File: src/rtl/inst_fetch_buf_pkg.sv
// Shared fetch-path constants: legacy header macros plus typed package equivalents.
// Optional feature macro used elsewhere in this slice: IFB_PERF_EN.
`ifndef IFB_DEFINE_SV
`define IFB_DEFINE_SV
`define InstAddrBus 31:0
`define InstBus     31:0
`define NonStop     1'b0
`define RstEnable   1'b1
`define ChipEnable  1'b1
`define IfbDepth    4
`endif

package inst_fetch_buf_pkg;
    localparam int unsigned IFB_DEPTH   = `IfbDepth;
    localparam int unsigned INST_ADDR_W = 32;
    localparam int unsigned INST_W      = 32;
    localparam logic        NON_STOP    = `NonStop;
    localparam logic        RST_ENABLE  = `RstEnable;
    localparam logic        CHIP_ENABLE = `ChipEnable;
endpackage

File: src/rtl/ifb_ring.sv
// ifb_ring: in-order ring of {pc, inst, filled} entries with head/alloc/fill pointers.
// Entries are allocated at request accept, filled in order by responses, popped from the head.
module ifb_ring import inst_fetch_buf_pkg::*; #(
    parameter int unsigned DEPTH = IFB_DEPTH,
    parameter int unsigned AW    = INST_ADDR_W,
    parameter int unsigned DW    = INST_W,
    localparam int unsigned PW   = $clog2(DEPTH),
    localparam int unsigned CW   = PW + 1
) (
    input  logic          clk,
    input  logic          rst,
    input  logic          i_alloc,
    input  logic [AW-1:0] i_alloc_pc,
    input  logic          i_fill,
    input  logic [DW-1:0] i_fill_data,
    input  logic          i_pop,
    input  logic          i_clear,
    output logic          o_head_valid,
    output logic [AW-1:0] o_head_pc,
    output logic [DW-1:0] o_head_inst,
    output logic [CW-1:0] o_alloc_cnt,
    output logic [CW-1:0] o_pend_cnt
);
    logic [AW-1:0]    r_pc   [DEPTH];
    logic [DW-1:0]    r_inst [DEPTH];
    logic [DEPTH-1:0] r_filled;
    logic [PW-1:0]    r_head_ptr;
    logic [PW-1:0]    r_alloc_ptr;
    logic [PW-1:0]    r_fill_ptr;
    logic [CW-1:0]    r_alloc_cnt;
    logic [CW-1:0]    r_pend_cnt;

    // Control state: pointers, counts and fill flags.
    always_ff @(posedge clk) begin
        if (rst == RST_ENABLE) begin
            r_head_ptr  <= '0;
            r_alloc_ptr <= '0;
            r_fill_ptr  <= '0;
            r_alloc_cnt <= '0;
            r_pend_cnt  <= '0;
            r_filled    <= '0;
        end else if (i_clear) begin
            // Collapse the ring onto the current head; in-flight data is discarded.
            r_alloc_ptr <= r_head_ptr;
            r_fill_ptr  <= r_head_ptr;
            r_alloc_cnt <= '0;
            r_pend_cnt  <= '0;
            r_filled    <= '0;
        end else begin
            // Clearing on pop keeps a stale flag from looking valid once the head wraps.
            if (i_pop) begin
                r_filled[r_head_ptr] <= 1'b0;
                r_head_ptr           <= r_head_ptr + PW'(1);
            end
            if (i_alloc) begin
                r_filled[r_alloc_ptr] <= 1'b0;
                r_alloc_ptr           <= r_alloc_ptr + PW'(1);
            end
            if (i_fill) begin
                r_filled[r_fill_ptr] <= 1'b1;
                r_fill_ptr           <= r_fill_ptr + PW'(1);
            end
            r_alloc_cnt <= r_alloc_cnt + CW'(i_alloc) - CW'(i_pop);
            r_pend_cnt  <= r_pend_cnt + CW'(i_alloc) - CW'(i_fill);
        end
    end

    // Entry payload storage; needs no reset since the head is gated by its fill flag.
    always_ff @(posedge clk) begin
        if (rst != RST_ENABLE && !i_clear) begin
            if (i_alloc) r_pc[r_alloc_ptr]  <= i_alloc_pc;
            if (i_fill)  r_inst[r_fill_ptr] <= i_fill_data;
        end
    end

    assign o_head_valid = r_filled[r_head_ptr];
    assign o_head_pc    = r_pc[r_head_ptr];
    assign o_head_inst  = r_inst[r_head_ptr];
    assign o_alloc_cnt  = r_alloc_cnt;
    assign o_pend_cnt   = r_pend_cnt;
endmodule

File: src/rtl/inst_fetch_buf.sv
// inst_fetch_buf: fetch front end between the PC register and IF/ID.
// Issues PCs to instruction memory, buffers in-order responses, delivers {pc, inst}.
// Optional macro IFB_PERF_EN adds perf_fetch_cnt / perf_stall_cnt outputs.
module inst_fetch_buf import inst_fetch_buf_pkg::*; #(
    parameter int unsigned DEPTH = IFB_DEPTH,
    parameter int unsigned AW    = INST_ADDR_W,
    parameter int unsigned DW    = INST_W
) (
    input  logic          clk,
    input  logic          rst,
    input  logic [AW-1:0] pc,
    input  logic          ce,
    input  logic [5:0]    stall,
    input  logic          flush,
    output logic          imem_req,
    output logic [AW-1:0] imem_addr,
    input  logic          imem_ready,
    input  logic          imem_rvalid,
    input  logic [DW-1:0] imem_rdata,
    output logic          out_valid,
    output logic [AW-1:0] out_pc,
    output logic [DW-1:0] out_inst,
`ifdef IFB_PERF_EN
    output logic [31:0]   perf_fetch_cnt,
    output logic [31:0]   perf_stall_cnt,
`endif
    output logic          stallreq_if
);
    localparam int unsigned CW = $clog2(DEPTH) + 1;

    logic          w_active;
    logic          w_accept;
    logic          w_fill;
    logic          w_pop;
    logic          w_consumed;
    logic          w_head_valid;
    logic [AW-1:0] w_head_pc;
    logic [DW-1:0] w_head_inst;
    logic [CW-1:0] w_alloc_cnt;
    logic [CW-1:0] w_pend_cnt;
    logic [CW-1:0] w_drop_d;
    logic [CW-1:0] r_drop_cnt;
    logic          w_unused_stall;

    assign w_unused_stall = ^{stall[5:2], stall[0]};

    assign w_active    = (rst != RST_ENABLE) && (ce == CHIP_ENABLE) && !flush;
    assign imem_req    = w_active && (w_alloc_cnt < CW'(DEPTH));
    assign imem_addr   = pc;
    assign w_accept    = imem_req && imem_ready;
    assign stallreq_if = w_active && !w_accept;

    // A response with nothing outstanding to fill and nothing to drop is ignored.
    assign w_fill = (rst != RST_ENABLE) && !flush && imem_rvalid
                    && (r_drop_cnt == '0) && (w_pend_cnt != '0);
    assign w_consumed = imem_rvalid && ((r_drop_cnt != '0) || (w_pend_cnt != '0));

    assign out_valid = (rst != RST_ENABLE) && w_head_valid;
    assign out_pc    = out_valid ? w_head_pc : '0;
    assign out_inst  = out_valid ? w_head_inst : '0;
    assign w_pop     = out_valid && (stall[1] == NON_STOP) && !flush;

    ifb_ring #(
        .DEPTH (DEPTH),
        .AW    (AW),
        .DW    (DW)
    ) u_ring (
        .clk          (clk),
        .rst          (rst),
        .i_alloc      (w_accept),
        .i_alloc_pc   (pc),
        .i_fill       (w_fill),
        .i_fill_data  (imem_rdata),
        .i_pop        (w_pop),
        .i_clear      (flush),
        .o_head_valid (w_head_valid),
        .o_head_pc    (w_head_pc),
        .o_head_inst  (w_head_inst),
        .o_alloc_cnt  (w_alloc_cnt),
        .o_pend_cnt   (w_pend_cnt)
    );

    // Drop count: flush converts every unfilled entry into a response still owed by memory.
    always_comb begin
        w_drop_d = r_drop_cnt;
        if (flush) begin
            w_drop_d = r_drop_cnt + w_pend_cnt - CW'(w_consumed);
        end else if (imem_rvalid && (r_drop_cnt != '0)) begin
            w_drop_d = r_drop_cnt - CW'(1);
        end
    end

    // Drop count register.
    always_ff @(posedge clk) begin
        if (rst == RST_ENABLE) r_drop_cnt <= '0;
        else                   r_drop_cnt <= w_drop_d;
    end

`ifdef IFB_PERF_EN
    // Performance counters: pops delivered and cycles spent requesting a stall.
    always_ff @(posedge clk) begin
        if (rst == RST_ENABLE) begin
            perf_fetch_cnt <= '0;
            perf_stall_cnt <= '0;
        end else begin
            perf_fetch_cnt <= perf_fetch_cnt + 32'(w_pop);
            perf_stall_cnt <= perf_stall_cnt + 32'(stallreq_if);
        end
    end
`endif
endmodule

File: config.mk
export PLATFORM = sky130hd
export DESIGN_NAME = inst_fetch_buf
export DESIGN_NICKNAME = d
export VERILOG_FILES = /design/src/rtl/inst_fetch_buf_pkg.sv /design/src/rtl/ifb_ring.sv /design/src/rtl/inst_fetch_buf.sv
export SDC_FILE = /design/constraint.sdc
export NUM_CORES = 1
export LEC_CHECK = 0
export CAP_MARGIN = 20
export CORE_MARGIN = 2
export CORE_UTILIZATION = 30
export CTS_BUF_LIST = sky130_fd_sc_hd__clkbuf_16
export DETAILED_ROUTE_END_ITERATION = 8
export DONT_BUFFER_PORTS = 1
export PLACE_DENSITY = 0.45
export SETUP_SLACK_MARGIN = 0.05
export SYNTH_ARGS = -nofsm -noshare
export SYNTH_HDL_FRONTEND = slang
export SYNTH_HIERARCHICAL = 1
export SYNTH_SLANG_ARGS = --single-unit
File: constraint.sdc
create_clock -name clk -period 5.05 [get_ports clk]
set_input_delay 1.01 -clock clk [delete_from_list [all_inputs] [get_ports clk]]
set_output_delay 1.01 -clock clk [all_outputs]
set_load 0.005 [all_outputs]
# Word-level counts from Yosys, hierarchy flattened
# Memories as Yosys holds them, arrays and structs flattened. A register that Yosys moved wholly into a read port is not among the register bits.
# Cells that the tools add are included.
[word_totals] reg_bits=19 latch_bits=0 ramBits=256 romBits=0 input_bits=76 output_inout_bits=99 wordCells=95 mem_count=2
[classes] addsub=10 multipliers=0 n_div=0 n_lt_le_gt_ge=7 n_eq_ne=0 shift=0 n_mux=33 bitwise=8 reduce_logical=28
[memory_table] memory="u_ring.r_inst" words=4 width=32 rd=1 rd_clocked_by_memory_dff=1 write_ports=1 line="ifb_ring.sv:25" text="logic [DW-1:0] r_inst [DEPTH];"
[memory_table] memory="u_ring.r_pc" words=4 width=32 rd=1 rd_clocked_by_memory_dff=1 write_ports=1 line="ifb_ring.sv:24" text="logic [AW-1:0] r_pc [DEPTH];"
[op_table] op="$mux W32" count=2
[op_table] op="$mux W4" count=7
[op_table] op="$logic_and A1 B1 Y1" count=17
[op_table] op="$mux W2" count=8
[op_table] op="$mux W1" count=10
[op_table] op="$lt A2 B3 Y1 const B" count=3
[op_table] op="$sub A3 B1 Y3" count=3
[op_table] op="$and A4 B4 Y4" count=2
[op_table] op="$not A4 Y4" count=2
[op_table] op="$add A2 B1 Y2 const B" count=3
[op_table] op="$add A3 B1 Y3" count=2
[op_table] op="$demux W1 S2" count=3
[op_table] op="$ge A2 B1 Y1 const B" count=3
[op_table] op="$mux W3" count=2
[op_table] op="$reduce_bool A2 Y1" count=3
[op_table] op="$reduce_bool A3 Y1" count=2
[op_table] op="$or A4 B4 Y4" count=1
[op_table] op="$add A3 B3 Y3" count=1
[op_table] op="$logic_not A3 Y1" count=1
[op_table] op="$lt A3 B3 Y1 const B" count=1
[op_table] op="$not A1 Y1" count=3
[op_table] op="$sub A3 B1 Y3 const B" count=1
[op_table] op="$bmux W1 S2" count=1
[op_table] op="$logic_not A1 Y1" count=2
[op_table] op="other kinds (3)" count=3

# Longest topological paths before layout
# Gate-level depths: netlist of the first run.
[depth] ltp_word=15 mapped_depth=12 depth_no_buf=12

# Modules after synthesis
# The synthesis of the first run kept the hierarchy.
[modules_own_cells] module="ifb_ring" n_inst=1 cells_each=447 area_per_inst_um2=10311.1 seq_area_each_um2=8047.7
[modules_own_cells] module="inst_fetch_buf" n_inst=1 cells_each=148 area_per_inst_um2=1072.3 seq_area_each_um2=60.1

# Least setup slack after synthesis of the first run
# No wires, ideal clock.
[synth_timing] path_kind="input-to-reg" startpoint="input flush" endpoint="memory u_ring/r_pc[0][0] (netlist bit) (enable)" setup_time_ns=0.421 t_arrival_ns=3.388 t_required_ns=4.629 setup_slack_ns=1.241 path_stages=7 n_path_buf=2 path_cell_list="clkbuf_1 > nor2_1 > nand2_1 > nor3b_1 > clkbuf_1 > nand2_1 > nor2_1"
[synth_via] elab_chain_cells=7 word_cells_on_any_way=8 cone_classes="mux (3); reduce/logical (5)"
[synth_rtl] element="from (decl)" line="inst_fetch_buf.sv:14" text="input logic flush,"
[synth_rtl] element="$logic_not A1 Y1" line="inst_fetch_buf.sv:47" text="assign w_active = (rst != RST_ENABLE) && (ce == CHIP_ENABLE) && !flush;"
[synth_rtl] element="$logic_and A1 B1 Y1" line="inst_fetch_buf.sv:47"
[synth_rtl] element="$logic_and A1 B1 Y1" line="inst_fetch_buf.sv:48" text="assign imem_req = w_active && (w_alloc_cnt < CW'(DEPTH));"
[synth_rtl] element="$logic_and A1 B1 Y1" line="inst_fetch_buf.sv:50" text="assign w_accept = imem_req && imem_ready;"
[synth_rtl] element="named net w_accept" line="inst_fetch_buf.sv:32" text="logic w_accept;"
[synth_rtl] element="$mux W1" line="ifb_ring.sv:71" text="if (i_alloc) r_pc[r_alloc_ptr] <= i_alloc_pc;"
[synth_rtl] element="$mux W1" line="ifb_ring.sv:70" text="if (rst != RST_ENABLE && !i_clear) begin"
[synth_rtl] element="$mux W1 (implied by the code)" line="ifb_ring.sv:71"
[synth_rtl] element="to (decl)" line="ifb_ring.sv:24"
# The timed path passes the listed nets, and every way through them passes these cells.

==> out/metrics.csv, run 1 <==
stage,metric,value,unit
clocking,count of H-tree levels built during CTS,1,
sta,minimum clock period after layout,3.65,ns
synthesis,most used flip-flop cell after synthesis,sky130_fd_sc_hd__edfxtp_1,
setup_path,FF-to-FF Start,u_ring/r_head_ptr[1],
power_and_ir_drop,Leakage,3.98,nW
clocking,count of clock tree sinks,277,
worst_hold_path,type of the worst min-delay path,flop to flop,
power_and_ir_drop,maximum VDD drop,0.288,mV
sta,Tightest Pin Transition,1.06,ns
setup_path,Worst setup EP type,primary output,
setup_path,Worst Path Required,4.04,ns
global_routing,number of antenna violations at the first check in global routing,1,
global_routing,vias in the first global route,5547,
layout,Area Growth Syn to Fin,11.5,%
floorplan,site row count,71,
layout,number of nets in the layout,685,
floorplan,die width,199,um
layout,utilization after layout,0.338,
routing,DRT Wirelength,22700,um
synthesis,mean instance size in the synthesized netlist,19.1,um2
routing,routed vias,5072,
clocking,Post-CTS Hold Buffers,0,
global_routing,all-layer global routing usage,0.116,
sta,post-route worst hold slack,0.480,ns
layout,fin cells,1119,
sta,period utilization,0.723,
synthesis,Synth warnings,6,
routing,Initial DRC Count,165,
global_routing,first-pass GRT wire length,34000,um
routing,Routed wire per std cell,20.3,um
setup_path,class of the most critical setup path,flop to primary output,
synthesis,count of different cell masters after synthesis,37,
setup_path,Worst Path Arrival,2.64,ns
place,IO buf count,0,
synthesis,number of flops mapped to enable cells by yosys,256,
floorplan,full die area,39500,um2
sta,unrepaired setup endpoints after global routing,false,
worst_hold_path,start point of the worst min-delay path,u_ring/r_filled[0],
clocking,clock tree from TritonCTS,done,
clocking,clock transition time at the flip-flop clock pins of the worst setup and hold paths,0.06,ns
clocking,cts repair resizes,0,
power_and_ir_drop,final total power,4.74,mW
layout,share of cells above drive strength 1,0.227,
sta,number of pins exceeding their max-slew limit in the final report,0,
synthesis,net count after synthesis,695,
clocking,buffer count from post-CTS setup fixing,0,
run,maximum capacitance violations,0,
routing,count of antenna-violating nets left after detailed routing,0,
setup_path,sort of element at the start of the critical path,flop,
floorplan,standard cell core area,37500,um2
sta,Final Hold Viols,0,
layout,design area,12700,um2
place,instance area at placement,11700,um2
power_and_ir_drop,power density relative to cell area,373,nW/um2
outcome,result of the run,finished clean,
clocking,root cell of the clock tree,sky130_fd_sc_hd__clkbuf_16,
layout,number of antenna repair diodes,0,
clocking,TritonCTS Buffers,30,
synthesis,total standard cell area after synthesis,11400,um2
global_routing,overflow left after global routing,0,
sta,setup TNS after final layout,0,ns
place,placed cell count,1064,
synthesis,post-synthesis sequential area ratio,0.712,
synthesis,total of flip-flops plus latches after synthesis,277,
sta,highest attainable clock frequency,0.274,GHz
place,Post-Place Worst Slack,1.63,ns
synthesis,proportion of synthesized flip-flops having asynchronous set or reset,0,
place,Post-DP HPWL,13600,um
sta,Max Clock Skew,0.00613,ns
floorplan,starting density of the core,0.304,
floorplan,number of I/O pins,175,
global_routing,largest net degree at the start of global routing,65,
synthesis,instance count of the mapped netlist,595,
sta,Setup-failing EPs final,0,
clocking,maximum clock path buffer count,3,
routing,DRT Pass-1 Iters,4,
floorplan,die height,199,um
place,routability cong.,0.713,
clocking,source-to-sink clock delay at the later pin of the worst-skew pair,0.56,ns
routing,routed vias/inst,4.53,
setup_path,maximum fanout along the worst path,35,
routing,Residual DRC,0,
sta,"Worst Setup Slack, final",1.40,ns
sta,worst slew margin relative to its limit,0.294,
## synthesized netlist by cell type (2+ instances only)
library cell               number  area, um2
sky130_fd_sc_hd__a21oi_1       10       50.1
sky130_fd_sc_hd__and2_1        67        419
sky130_fd_sc_hd__and3_2         2       15.0
sky130_fd_sc_hd__buf_12         6        120
sky130_fd_sc_hd__buf_2          8       40.0
sky130_fd_sc_hd__buf_4         32        240
sky130_fd_sc_hd__buf_6          8       90.1
sky130_fd_sc_hd__clkbuf_1       4       15.0
sky130_fd_sc_hd__dfxtp_1       21        420
sky130_fd_sc_hd__edfxtp_1     256       7690
sky130_fd_sc_hd__fa_1           3       60.1
sky130_fd_sc_hd__ha_1          21        263
sky130_fd_sc_hd__inv_1         21       78.8
sky130_fd_sc_hd__mux4_1         4        105
sky130_fd_sc_hd__mux4_2        61       1370
sky130_fd_sc_hd__nand2_1       17       63.8
sky130_fd_sc_hd__nand3_1        4       20.0
sky130_fd_sc_hd__nor2_1        18       67.6
sky130_fd_sc_hd__nor2b_1        2       12.5
sky130_fd_sc_hd__o21a_1         4       30.0
sky130_fd_sc_hd__o21ai_0        2       10.0
sky130_fd_sc_hd__xnor2_1        7       61.3
sky130_fd_sc_hd__xor2_1         3       26.3
## path summary, 6_finish.rpt
check	to	slack (ns)	depth (start not counted)
hold reg to reg	u_ring/r_filled[0]	0.48	2
setup reg to reg	u_ring/o_alloc_cnt[2]	2.06	10
hold / removal	u_ring/r_filled[0]	0.48	2
setup / recovery	out_pc[19]	1.40	3
## sequential cells by signal (all words and copies together) (netlist names), named ones only
| name | count |
|---|---|
| r_drop_cnt | 3 |
| u_ring/r_pc | 128 |
| u_ring/r_fill_ptr | 2 |
| u_ring/o_pend_cnt | 3 |
| u_ring/r_inst | 128 |
| u_ring/r_filled | 4 |
| u_ring/r_head_ptr | 2 |
| u_ring/o_alloc_cnt | 3 |
| u_ring/r_alloc_ptr | 2 |
## final cells by class
type,instances,area (um2)
fillers,3625,24800
flip-flops and latches,277,8120
multi-input cells,238,2750
clock buffers,31,776
well taps,511,639
clock inverters,24,199
repair buffers,17,128
inverters,21,78.8
## critical path, cell delays in order, from the launching register on
cell	delay, ns
sky130_fd_sc_hd__dfxtp_4	0.83
sky130_fd_sc_hd__buf_4	0.46
sky130_fd_sc_hd__mux4_1	0.59
sky130_fd_sc_hd__and2_1	0.19
## power by group
part | switching (mW) | internal [mW]
Combinational | 0.0463 | 0.0385
Clock | 0.872 | 1.26
Sequential | 0.00625 | 2.51
## placed cells by master, fill, tap and decap left out, types with 17 or more instances in the layout
cell type / Yosys / routed
sky130_fd_sc_hd__mux4_2: 61 / 61
sky130_fd_sc_hd__nand2_1: 17 / 17
sky130_fd_sc_hd__ha_1: 21 / 21
sky130_fd_sc_hd__edfxtp_1: 256 / 256
sky130_fd_sc_hd__and2_1: 67 / 67
sky130_fd_sc_hd__buf_4: 32 / 17
sky130_fd_sc_hd__clkbuf_16: 0 / 31
sky130_fd_sc_hd__dfxtp_1: 21 / 19
sky130_fd_sc_hd__inv_1: 21 / 25
## layer usage
metal | global-route usage | vias to the layer above | share of wire
li1 | - | 2236 | -
met1 | 0.136 | 2669 | 0.40
met2 | 0.203 | 124 | 0.50
met3 | 0.0358 | 43 | 0.069
met4 | 0.0354 | 0 | 0.026
met5 | 0 | - | 0
## cells by family (layout without fill, tap and decap cells)
logic type,after synthesis,after routing,synth area share
simple gates,116,116,0.0569
mux,66,66,0.131
xor+xnor,10,10,0.00769
fa+ha+maj,24,24,0.0284
compound gates,22,22,0.0122
buf+inv,80,93,0.0518
flops,277,277,0.712
Note: power is estimated with default switching activity, not from simulation.
==> inputs of run 2 (changes only) <==
clock period = 3.55 ns   (was 5.05 ns; I/O delays follow)
==> run 2 against run 1 <==
  * Die area stayed put
  * Clock power is 43% higher
  * First-iteration DRC count is 44% higher
  * Global-route usage is 0.20 points higher
  * Clock skew is 0.0076 ns higher
  * Sequential power is 42% higher
  * Critical endpoint is now out_pc[17]
  * Highest routed layer unchanged
==> out/metrics.csv, run 2 (synthesized netlist as in run 1, its figures left out) <==
stage,metric,value,unit,change
global_routing,all-layer global routing usage,0.118,,was 0.116
layout,largest registers ranked by flip-flop count,"u_ring/r_inst x128, u_ring/r_pc x128, u_ring/r_filled x4",,unchanged
power_and_ir_drop,power density relative to cell area,530,nW/um2,was 373 nW/um2
global_routing,most used routing layer,met2,,unchanged
layout,"most common cell after layout, fill and taps aside",sky130_fd_sc_hd__edfxtp_1,,unchanged
clocking,clock transition time at the flip-flop clock pins of the worst setup and hold paths,0.06,ns,about the same
setup_path,FF-to-FF Start,u_ring/r_head_ptr[1],,unchanged
global_routing,fraction of met2 tracks used by global routing,0.207,,was 0.203
place,routability cong.,0.691,,was 0.713
floorplan,die height,199,um,unchanged
global_routing,number of antenna violations at the first check in global routing,1,,unchanged
outcome,result of the run,finished clean,,unchanged
routing,Initial DRC Count,237,,was 165
setup_path,sort of element at the start of the critical path,flop,,unchanged
clocking,count of clock tree sinks,277,,unchanged
sta,highest attainable clock frequency,0.332,GHz,
clocking,maximum clock path buffer count,3,,unchanged
sta,period utilization,0.847,,
place,instance area at placement,11800,um2,was 11700 um2
layout,Area Growth Syn to Fin,12.1,%,was 11.5%
place,IO buf count,0,,unchanged
setup_path,class of the most critical setup path,flop to primary output,,unchanged
setup_path,crit-path cells,"buf_12, mux4_2, and2_1",,"was buf_4, mux4_1, and2_1"
power_and_ir_drop,maximum VDD drop,0.370,mV,was 0.288 mV
clocking,cts repair resizes,0,,unchanged
global_routing,first-pass GRT wire length,34500,um,was 34000 um
routing,DRT Wirelength,23100,um,was 22700 um
setup_path,register-to-register setup slack,0.87,ns,was 2.06 ns
worst_hold_path,type of the worst min-delay path,input pin to flop,,was flop to flop
power_and_ir_drop,final total power,6.76,mW,was 4.74 mW
global_routing,met1 track utilization from global routing,0.137,,was 0.136
global_routing,vias in the first global route,5633,,was 5547
setup_path,Slowest cell on crit path,sky130_fd_sc_hd__dfxtp_4,,unchanged
sta,unrepaired setup endpoints after global routing,false,,unchanged
layout,design area,12800,um2,was 12700 um2
routing,DRT Pass-1 Iters,4,,unchanged
routing,routed vias/inst,4.47,,was 4.53
sta,Setup-failing EPs final,0,,unchanged
place,Post-DP HPWL,13700,um,was 13600 um
clocking,source-to-sink clock delay at the later pin of the worst-skew pair,0.57,ns,was 0.56 ns
setup_path,CP max stage delay,0.64,ns,was 0.83 ns
clocking,count of H-tree levels built during CTS,1,,unchanged
global_routing,overflow left after global routing,0,,unchanged
sta,Max Clock Skew,0.0137,ns,was 0.00613 ns
worst_hold_path,number of cells on the worst hold path,1,,was 2
sta,Final Hold Viols,0,,unchanged
clocking,buffer count from post-CTS setup fixing,0,,unchanged
clocking,root cell of the clock tree,sky130_fd_sc_hd__clkbuf_16,,unchanged
setup_path,cell class contributing the biggest share of worst-path delay,flip-flops,,unchanged
clocking,TritonCTS Buffers,31,,was 30
floorplan,standard cell core area,37500,um2,unchanged
setup_path,Worst Path Required,2.84,ns,was 4.04 ns
floorplan,site row count,71,,unchanged
clocking,Post-CTS Hold Buffers,0,,unchanged
floorplan,starting density of the core,0.304,,unchanged
worst_hold_path,start point of the worst min-delay path,rst,,was u_ring/r_filled[0]
clocking,clock tree from TritonCTS,done,,unchanged
layout,share of cells above drive strength 1,0.228,,was 0.227
sta,minimum clock period after layout,3.01,ns,
power_and_ir_drop,Leakage,4.00,nW,was 3.98 nW
sta,worst slew margin relative to its limit,0.353,,was 0.294
routing,Residual DRC,0,,unchanged
floorplan,die width,199,um,unchanged
global_routing,largest net degree at the start of global routing,37,,was 65
routing,Routed wire per std cell,20.5,um,was 20.3 um
run,maximum capacitance violations,0,,unchanged
setup_path,end of the worst register-to-register path,u_ring/o_alloc_cnt[2],,unchanged
sta,number of pins exceeding their max-slew limit in the final report,0,,unchanged
setup_path,Worst setup EP type,primary output,,unchanged
setup_path,maximum fanout along the worst path,29,,was 35
layout,"commonest cells after routing, fill and taps aside","sky130_fd_sc_hd__edfxtp_1 (256), sky130_fd_sc_hd__and2_1 (67), sky130_fd_sc_hd__mux4_2 (61)",,unchanged
routing,routed vias,5032,,was 5072
sta,setup TNS after final layout,0,ns,unchanged
global_routing,global routing usage on met3,0.0412,,was 0.0358
setup_path,number of buffer and inverter instances along the worst setup path,1,,unchanged
floorplan,full die area,39500,um2,unchanged
routing,count of antenna-violating nets left after detailed routing,0,,unchanged
sta,Tightest Pin Transition,0.971,ns,was 1.06 ns
floorplan,number of I/O pins,175,,unchanged
layout,number of nets in the layout,686,,was 685
setup_path,Worst Path Arrival,2.30,ns,was 2.64 ns
setup_path,cell depth of the worst flop-to-flop path,11,,was 10
[run 2: stage by stage]
step,cells,hold slack [ns],setup WS (ns),util
2_1_floorplan,595,0.445,0.191,-
3_3_place_gp,1064,0.456,0.881,0.314
3_5_place_dp,1064,0.457,0.902,0.314
4_1_cts,1121,0.164,0.413,0.340
5_1_grt,1121,0.172,0.351,0.340
6_report,1126,0.211,0.542,0.340
[run 2: cell type report]
cell class                      count  area (um2)
Sequential cell                   277        8120
Inverter                           21        78.8
Clock inverter                     26         208
Fill cell                        3568       24700
Antenna cell                        5        12.5
Tap cell                          511         639
Clock buffer                       31         776
Timing Repair Buffer               17         178
Multi-Input combinational cell    238        2750
[run 2: how the worst max path moves through the flow]
stage                         start               endpoint  slack [ns]  cells past startpoint
6_report                       flop             out_pc[17]        0.54                      3
4_1_cts                        flop             out_pc[20]        0.41                      3
3_5_place_dp   u_ring/r_head_ptr[1]  u_ring/o_alloc_cnt[2]        0.90                     11
2_1_floorplan                 flush    u_ring/r_inst[0][0]        0.19                      5
5_1_grt                        flop             out_pc[17]        0.35                      3
3_3_place_gp   u_ring/r_head_ptr[1]  u_ring/o_alloc_cnt[2]        0.88                     11
[run 2: worst reg2reg max path: stages (launching register included)]
cell                      delay (ns)
sky130_fd_sc_hd__dfxtp_1        0.43
sky130_fd_sc_hd__mux4_2         0.56
sky130_fd_sc_hd__nor4b_1        0.16
sky130_fd_sc_hd__buf_4          0.15
sky130_fd_sc_hd__ha_1           0.28
sky130_fd_sc_hd__inv_1          0.06
sky130_fd_sc_hd__ha_1           0.12
sky130_fd_sc_hd__inv_1          0.04
sky130_fd_sc_hd__fa_1           0.38
sky130_fd_sc_hd__xor2_1         0.18
sky130_fd_sc_hd__xnor2_1        0.13
sky130_fd_sc_hd__nor2_1         0.05
[run 2: per-layer routing]
| layer | wire length [um] | part of all wire |
|---|---|---|
| met1 | 9040 | 0.39 |
| met2 | 11800 | 0.51 |
| met3 | 1730 | 0.075 |
| met4 | 499 | 0.022 |
| met5 | 0 | 0 |
[run 2: power by group]
group	internal [mW]	switching (mW)
clock network	1.80	1.25
registers	3.57	0.00831
logic	0.0566	0.0689
total	5.43	1.33
